==> config.mk <==
export PLATFORM = sky130hd
export DESIGN_NAME = led_pattern_sequencer_flat
export DESIGN_NICKNAME = d
export VERILOG_FILES = /design/src/rtl/led_pattern_sequencer_if.sv /design/src/rtl/led_pattern_sequencer.sv /design/src/flat_wrapper.sv
export SDC_FILE = /design/constraint.sdc
export NUM_CORES = 1
export LEC_CHECK = 0
export ABC_CLOCK_PERIOD_IN_PS = 2500
export CAP_MARGIN = 10
export CORE_ASPECT_RATIO = 0.8
export CORE_MARGIN = 2
export CORE_UTILIZATION = 40
export DETAILED_ROUTE_END_ITERATION = 12
export PLACE_DENSITY_LB_ADDON = 0.25
export SYNTH_ARGS = -nofsm -noshare
export SYNTH_HDL_FRONTEND = slang
export SYNTH_SLANG_ARGS = --single-unit
==> constraint.sdc <==
create_clock -name clk100MHz -period 2.5 [get_ports clk100MHz]
set_input_delay 0.5 -clock clk100MHz [delete_from_list [all_inputs] [get_ports clk100MHz]]
set_output_delay 0.5 -clock clk100MHz [all_outputs]
set_load 0.01 [all_outputs]
==> src/rtl/led_pattern_sequencer_if.sv <==
// led_pattern_sequencer_if: switch controls in, LED position/image and status out.
interface led_pattern_sequencer_if;
  logic        run;
  logic        clr;
  logic        step;
  logic [1:0]  mode;
  logic [1:0]  speed;
  logic [3:0]  pos;
  logic [15:0] led;
  logic        adv;
  logic        busy;
  modport master(output run, clr, step, mode, speed, input pos, led, adv, busy);
  modport slave(input run, clr, step, mode, speed, output pos, led, adv, busy);
endinterface

==> src/rtl/led_pattern_sequencer.sv <==
// led_pattern_sequencer: IDLE/RUN/HOLD waterfall pattern engine with programmable step prescaler.
// Define LED_SEQ_STEP_EN to allow single-step advances from HOLD via the step pulse.
module led_pattern_sequencer #(
  parameter int TICK_DIV = 25_000_000
) (
  input logic                    clk100MHz,
  input logic                    rst_n,
  led_pattern_sequencer_if.slave bus
);
  localparam int CW = $clog2(TICK_DIV);
  typedef enum logic [1:0] {IDLE, RUN, HOLD} state_t;
  state_t        state_q, state_d;
  logic [CW-1:0] cnt_q, cnt_d, lim;
  logic [3:0]    pos_q, pos_d, nxt_pos;
  logic [15:0]   led_q, led_d, nxt_led;
  logic [1:0]    mode_q, mode_d;
  logic          dir_q, dir_d, nxt_dir;
  logic          adv_q, adv_d, busy_q;
  logic          tick, man_step, do_adv;

  function automatic logic [15:0] onehot(input logic [3:0] p);
    return 16'(1) << p;
  endfunction

  // ">=" lets a speed increase take effect at once instead of wrapping the counter
  assign lim  = CW'((TICK_DIV >> bus.speed) - 1);
  assign tick = state_q == RUN && cnt_q >= lim;
`ifdef LED_SEQ_STEP_EN
  assign man_step = state_q == HOLD && bus.step;
`else
  logic unused_step;
  assign unused_step = bus.step;
  assign man_step    = 1'b0;
`endif
  assign do_adv = tick || man_step;

  // One pattern step; dir_q=1 means moving down in bounce
  always_comb begin
    nxt_dir = dir_q;
    nxt_pos = pos_q + 4'd1;
    if (bus.mode != mode_q) begin
      nxt_dir = 1'b0;
      nxt_pos = bus.mode == 2'b01 ? 4'd15 : 4'd0;
    end else if (mode_q == 2'b01)
      nxt_pos = pos_q - 4'd1;
    else if (mode_q == 2'b10) begin
      nxt_dir = dir_q ? pos_q != 4'd0 : pos_q == 4'd15;
      nxt_pos = nxt_dir ? pos_q - 4'd1 : pos_q + 4'd1;
    end else if (mode_q == 2'b11 && led_q == 16'hFFFF)
      nxt_pos = 4'd0;
    nxt_led = (mode_q == 2'b11 && bus.mode == 2'b11 && led_q != 16'hFFFF) ?
              led_q | onehot(nxt_pos) : onehot(nxt_pos);
  end

  always_comb begin
    state_d = state_q;
    pos_d   = pos_q;
    led_d   = led_q;
    dir_d   = dir_q;
    mode_d  = mode_q;
    cnt_d   = cnt_q;
    adv_d   = 1'b0;
    if (bus.clr) begin
      state_d = IDLE;
      pos_d   = 4'd0;
      led_d   = 16'h0000;
      dir_d   = 1'b0;
      mode_d  = 2'b00;
      cnt_d   = '0;
    end else begin
      if (state_q == IDLE && bus.run) begin
        state_d = RUN;
        pos_d   = bus.mode == 2'b01 ? 4'd15 : 4'd0;
        led_d   = onehot(pos_d);
        dir_d   = 1'b0;
        mode_d  = bus.mode;
        cnt_d   = '0;
      end
      if (state_q == RUN) begin
        cnt_d   = tick ? '0 : bus.run ? cnt_q + CW'(1) : cnt_q;
        state_d = bus.run ? RUN : HOLD;
      end
      if (state_q == HOLD && bus.run) begin
        state_d = RUN;
        cnt_d   = '0;
      end
      if (do_adv) begin
        pos_d  = nxt_pos;
        led_d  = nxt_led;
        dir_d  = nxt_dir;
        mode_d = bus.mode;
        adv_d  = 1'b1;
      end
    end
  end

  always_ff @(posedge clk100MHz or negedge rst_n) begin
    if (!rst_n) begin
      state_q <= IDLE;
      pos_q   <= 4'd0;
      led_q   <= 16'h0000;
      dir_q   <= 1'b0;
      mode_q  <= 2'b00;
      cnt_q   <= '0;
      adv_q   <= 1'b0;
      busy_q  <= 1'b0;
    end else begin
      state_q <= state_d;
      pos_q   <= pos_d;
      led_q   <= led_d;
      dir_q   <= dir_d;
      mode_q  <= mode_d;
      cnt_q   <= cnt_d;
      adv_q   <= adv_d;
      busy_q  <= state_d == RUN;
    end
  end

  assign bus.pos  = pos_q;
  assign bus.led  = led_q;
  assign bus.adv  = adv_q;
  assign bus.busy = busy_q;
endmodule

==> src/flat_wrapper.sv <==
// flat-port wrapper written by rule: the top's interface ports become plain ports
module led_pattern_sequencer_flat 
#(
  parameter int TICK_DIV = 25_000_000
)
  (clk100MHz, rst_n, bus_run, bus_clr, bus_step, bus_mode, bus_speed, bus_pos, bus_led, bus_adv, bus_busy);
  led_pattern_sequencer_if bus_i ();
  input logic clk100MHz;
  input logic rst_n;
  input wire logic [$bits(bus_i.run)-1:0] bus_run;
  input wire logic [$bits(bus_i.clr)-1:0] bus_clr;
  input wire logic [$bits(bus_i.step)-1:0] bus_step;
  input wire logic [$bits(bus_i.mode)-1:0] bus_mode;
  input wire logic [$bits(bus_i.speed)-1:0] bus_speed;
  output wire logic [$bits(bus_i.pos)-1:0] bus_pos;
  output wire logic [$bits(bus_i.led)-1:0] bus_led;
  output wire logic [$bits(bus_i.adv)-1:0] bus_adv;
  output wire logic [$bits(bus_i.busy)-1:0] bus_busy;
  assign bus_i.run = bus_run;
  assign bus_i.clr = bus_clr;
  assign bus_i.step = bus_step;
  assign bus_i.mode = bus_mode;
  assign bus_i.speed = bus_speed;
  assign bus_pos = bus_i.pos;
  assign bus_led = bus_i.led;
  assign bus_adv = bus_i.adv;
  assign bus_busy = bus_i.busy;
  led_pattern_sequencer #(.TICK_DIV(TICK_DIV)) u_core (.clk100MHz(clk100MHz), .rst_n(rst_n), .bus(bus_i));
endmodule
==> results by group <==
Clocking
  • Root buffer cell: clkbuf_8
  • Clock Pin Slew Worst Setup and Hold Paths: 0.11 ns
  • CTS tree: done
  • Clock Path Buffers: 2
  • Clk Latency, worst-skew pair: 0.32 ns
  • CTS sink count: 52
  • H-tree depth: 2
  • Cts hold-fix bufs: 0
  • Total CTS buffers: 5

Global routing
  • Overflow after GRT: 0
  • Initial antenna violation count: 0
  • GRT Overall Usage: 23.1%
  • First-pass GRT wire length: 17.3 mm
  • Vias in the first global route: 3,537
  • Largest net degree at the start of global routing: 53

Setup path
  • Bufs and invs on worst path: 4
  • Worst Path Arrival: 2.92 ns
  • Max Fanout on Critical Path: 4
  • CP top delay family: simple AND/OR/NAND/NOR gates
  • Crit path max-delay cell type: or3_4
  • Endpoint class of the critical path: register
  • Slowest stage delay, CP: 0.37 ns
  • R2R setup slack: -0.21 ns
  • WS Path Type: primary input to register
  • CP Launch Type: primary input
  • CP Cell Sequence: buf_12, inv_16, buf_4, ha_1, nand3_2, or3_4, o21ba_4, o211a_4, buf_6, nor4_4, nand3_1, mux2_4
  • Required time worst endpoint: 2.70 ns

Run status
  • Failing checks: negative setup slack
  • Status: finished with violations

Die
  • Initial Util: 41.4%
  • Core area: 0.00848 sq mm
  • Boundary Pins: 31
  • Row count: 30
  • Die width: 109 microns
  • Die height: 87.8 microns
  • Die Footprint: 0.00954 sq mm

Yosys
  • Netlist Area Pre-Place: 0.00351 sq mm
  • Simple-gate share of the synthesized area: 26.7%
  • Adder-cell share of the synthesized area: 8.20%
  • Main combinational cell family by area after synthesis: simple AND/OR/NAND/NOR gates
  • Cells after Synth: 403
  • Ys Warns: 0
  • Xor and xnor fraction of the mapped netlist area: 3.99%
  • Async SR Flop Fraction: 100%
  • Yosys cell types: 57
  • Mux contribution to synthesized area: 0.963%
  • Post-Syn Area per Cell: 8.71 sq um
  • Post-synth EDFFs: 0
  • Synth Area in Compound Gates: 19.5%
  • Seq/Total Area, Yosys: 37.1%
  • Yosys reg bits: 52
  • Synth Flop Type: dfrtp_1

STA
  • Clock Skew: 0.0150 ns
  • Final min period: 2.72 ns
  • Worst setup margin: -0.223 ns
  • Fin Hold WS: 0.165 ns
  • Final Hold Viols: 0
  • Setup violators final: 28
  • Final Max Tran Viols: 0
  • Least-Margin Pin Slew: 0.528 ns
  • Unrepaired setup endpoints after global routing: true
  • FMAX: 367 MHz
  • Slew Limit Headroom: 64.5%
  • Final period util: 109%

Layout
  • Commonest cells after routing, fill and taps aside: buf_4 (73), dfrtp_1 (52), nor2_1 (40), nand2_1 (37), clkdlybuf4s50_1 (26)
  • Cell area after layout: 0.00523 sq mm
  • Synth-to-layout area growth: 49.1%
  • Layout cell share with drive strength beyond 1: 33.3%
  • Commonest non-fill, non-tap cell in the layout: buf_4
  • Final cell count without fillers: 623
  • Fin nets: 542
  • Ant. Diodes: 0

Power
  • Power per cell area: 341 mW/mm^2
  • Pwr Total: 1.78 mW
  • Maximum vdd ir drop: 0.251 mV
  • Leakage: 2.23 nW

Detailed routing
  • Antenna-violating nets left: 0
  • Wire per inst: 17.2 microns
  • Drt total wl: 10.7 mm
  • DRT Pass-1 Iters: 5
  • Via count: 3,613
  • Initial DRC Count: 258
  • Residual DRC: 0
  • Vias per Instance: 5.80

Run
  • Max Cap Viol: 0

Place
  • Gp weighted congestion: 0.919
  • Placed cells: 602
  • Detail Placement HPWL: 7.64 mm
  • Post-Place Setup Slack: -0.908 ns
  • Port Buffers: 29
  • Placed Area: 0.00459 sq mm

Hold path
  • Hold WC Path Type: primary input to asynchronous set/reset pin
[where the power goes]
group / leakage, nW / switching (mW) / internal, mW
sequential: 0.720 / 0.0142 / 0.850
combinational: 1.46 / 0.226 / 0.175
clock: 0.0487 / 0.314 / 0.205
[layer usage]
| layer | up-vias | wire length, microns | part of all wire, % | track usage, % |
|---|---|---|---|---|
| li1 | 1694 | - | - | - |
| met1 | 1779 | 4980 | 46 | 33.3 |
| met2 | 118 | 4960 | 46 | 36.5 |
| met3 | 22 | 592 | 5.5 | 4.46 |
| met4 | 0 | 189 | 1.8 | 4.55 |
| met5 | - | 0 | 0 | 0 |
[per-stage QoR]
step | TNS, ns | utilization (%)
3_3_place_gp | -37.03 | 54.1
2_1_floorplan | -0.230 | -
4_1_cts | -5.35 | 59.3
6_report | -1.43 | 61.7
3_5_place_dp | -40.29 | 54.1
5_1_grt | -4.56 | 61.7
[cell type report]
| cell class | instances | area, sq um |
|---|---|---|
| clock buffer | 5 | 68.8 |
| clock inverter | 3 | 26.3 |
| fill | 713 | 3250 |
| inverter | 15 | 91.3 |
| multi-input combinational | 322 | 2560 |
| sequential | 52 | 1300 |
| tap | 112 | 140 |
| timing repair buffer | 114 | 1040 |
[cell families (layout without fill, tap and decap cells)]
group | Yosys count | count (layout)
AOI/OAI and AO/OA | 98 | 98
xor gates and xnor gates | 16 | 16
adders and majority gates | 23 | 23
buffers and inverters | 31 | 137
DFF | 52 | 52
muxes | 3 | 3
other | 2 | 4
and+or+nand+nor | 178 | 178
[cells in the mapped netlist, types with 10 or more instances]
cell      number  area (sq um)
nand3_1       14          70.1
o21ai_0       24           120
ha_1          23           288
xnor2_1       15           131
clkbuf_1      11          41.3
a21oi_1       10          50.1
o31ai_1       10          75.1
dfrtp_1       52          1300
nand2_1       42           158
nor3_1        12          60.1
inv_1         15          56.3
nor2_1        44           165
nor2b_1       12          75.1
nand4_1       13          81.3
[repair_timing]
item                                    CTS  global route
gates cloned                              0             1
pin swaps                                31            29
buffers inserted                          8             8
endpoints found under the setup margin   49            49
resized for setup                        66            38
[worst reg2reg max path, stage by stage, from the launching register on]
cell and delay [ns]:
dfrtp_1 0.44, ha_4 0.29, nand4_1 0.11, or3_4 0.40, o21ba_4 0.23, o211a_4 0.24, buf_6 0.12, nor4_4 0.29
nand3_1 0.16, mux2_4 0.32
[path summary, 6_finish.rpt]
kind,cells past startpoint,from,to
max,12,bus_speed[0],u_core.cnt_q[24]$_DFFE_PN0P_
min,2,rst_n,u_core.bus.led[15]$_DFFE_PN0P_
max reg2reg,9,u_core.cnt_q[12]$_DFFE_PN0P_,u_core.cnt_q[24]$_DFFE_PN0P_
min reg2reg,1,u_core.cnt_q[0]$_DFFE_PN0P_,u_core.cnt_q[0]$_DFFE_PN0P_
max in group asynchronous,2,rst_n,u_core.cnt_q[7]$_DFFE_PN0P_
min in group clk100MHz,1,u_core.cnt_q[0]$_DFFE_PN0P_,u_core.cnt_q[0]$_DFFE_PN0P_
[sequential cells by signal (all words and copies together), names as in the netlist]
name             flops
u_core.bus.adv       1
u_core.bus.pos       4
u_core.cnt_q        25
u_core.bus.led      16
u_core.state_q       2
u_core.mode_q        2
u_core.dir_q         1
u_core.bus.busy      1
Power figures use the tool's default switching activity.
==> patch: new RTL, same settings <==
The option `LED_SEQ_STEP_EN` is turned on by a define.
--- a/src/rtl/led_pattern_sequencer.sv
+++ b/src/rtl/led_pattern_sequencer.sv
@@ -1,5 +1,7 @@
 // led_pattern_sequencer: IDLE/RUN/HOLD waterfall pattern engine with programmable step prescaler.
 // Define LED_SEQ_STEP_EN to allow single-step advances from HOLD via the step pulse.
+`define LED_SEQ_STEP_EN
+
 module led_pattern_sequencer #(
   parameter int TICK_DIV = 25_000_000
 ) (
Formal check against the unedited RTL: not equivalent (a bounded check fails within 4 cycles, from zero or initial values and one cycle with rst_n low).
==> patch against the unedited design <==
- the run still ends with setup timing left
- via count shrank 8.9%
- sequential power grew 0.5%
- utilization grew 1.9 points
- design area shrank 2.1%
- synthesized area shrank 4.2%
- register-to-register slack gained 0.11 ns
- wire length shrank 4.2%
- total power grew 1.6%
- worst setup slack gained 0.097 ns
- clock skew shrank 0.010 ns
- sequential cell count is the same
- critical path type unchanged
- largest power group unchanged
==> patch: results (changes against the unedited design) <==
metric;value;unit;change
result of the run;complete, but fails checks;;
violated checks;setup timing;;
portion of the post-synthesis area used by sequential elements;38.70;%;+1.6 points
worst setup path end;u_core.cnt_q[3]$_DFFE_PN0P_;;
met3 wire len;456;um;-23%
port buffer count;30;;+3.4%
number of endpoints failing setup at the final stage;41;;+46%
vias;3291;;-8.9%
non-clock buffer area fraction after layout;20.21;%;+0.25 points
combined area of the multi-input logic cells;2472;sq um;-3.4%
Synth top cells by count;52 x sky130_fd_sc_hd__dfrtp_1, 40 x sky130_fd_sc_hd__nor2_1, 25 x sky130_fd_sc_hd__nand2_1;;
worst reg2reg setup slack;-0.10;ns;+0.11 ns
net count reported at finish;504;;-7.0%
R2R depth;12;;+3
Final WS setup;-0.1268;ns;+0.09666 ns
setup bufs post-CTS;4;;-4
filler cell count in the final layout;627;;-12%
fraction of area in clock buffers and inverters;1.807;%;-0.011 points
DIE WIDTH;106.5;um;-2.0%
Area contributors post-synth;sky130_fd_sc_hd__dfrtp_1 39%, sky130_fd_sc_hd__ha_1 8.6%, sky130_fd_sc_hd__nor2_1 4.5%;;
final weighted congestion in routability-driven placement;0.8807;;-4.2%
detailed-route wire length per cell;17.68;um;+2.7%
worst hold margin;0.1816;ns;+0.01658 ns
Critical Path Slowest Stage Cell;sky130_fd_sc_hd__o31ai_4;;
number of gates resized after cts;35;;-47%
initial drt markers;162;;-37%
static power due to leakage;2.155;nW;-3.3%
total global routing track utilization;21.99;%;-1.1 points
worst slew margin relative to its limit;60.73;%;-3.8 points
highest fanout seen on the critical path;6;;+2
setup slack after placement;-0.9209;ns;-0.01280 ns
R2R Path Start;u_core.cnt_q[10]$_DFFE_PN0P_;;
worst setup skew after layout;0.004638;ns;-0.01034 ns
utilization after layout;63.62;%;+1.9 points
maximum vdd drop;0.2471;mV;-1.5%
## patch: kinds of logic (layout without fill, tap and decap cells)
family | after synthesis | count (layout) | share of synthesized area [%]
simple gates | 141 | 141 | 21.55
compound gates | 89 | 90 | 20.10
flops | 52 | 52 | 38.70
buf+inv | 29 | 137 | 3.684
fa+ha+maj | 23 | 23 | 8.560
xor+xnor | 23 | 23 | 6.215
mux | 3 | 3 | 0.9676
other cells | 2 | 4 | 0.2234
## patch: power by group
part	internal [mW]	switching, mW	leakage, nW	total, mW
clock network	0.199	0.302	0.0404	0.501
registers	0.853	0.0162	0.715	0.869
logic	0.208	0.235	1.40	0.442
total	1.26	0.553	2.15	1.81
## patch: layer usage
layer	GRT usage, %	vias up
met5	0	-
met4	4.486	0
met3	3.040	7
met2	34.50	89
met1	32.62	1652
li1	-	1543
## patch: per-stage QoR
stage	TNS, ns	std cells
after floorplan	-3.347	364
after global placement	-37.22	564
after detailed placement	-39.36	564
after CTS	-2.640	576
after global routing	-4.733	581
final	-2.963	581
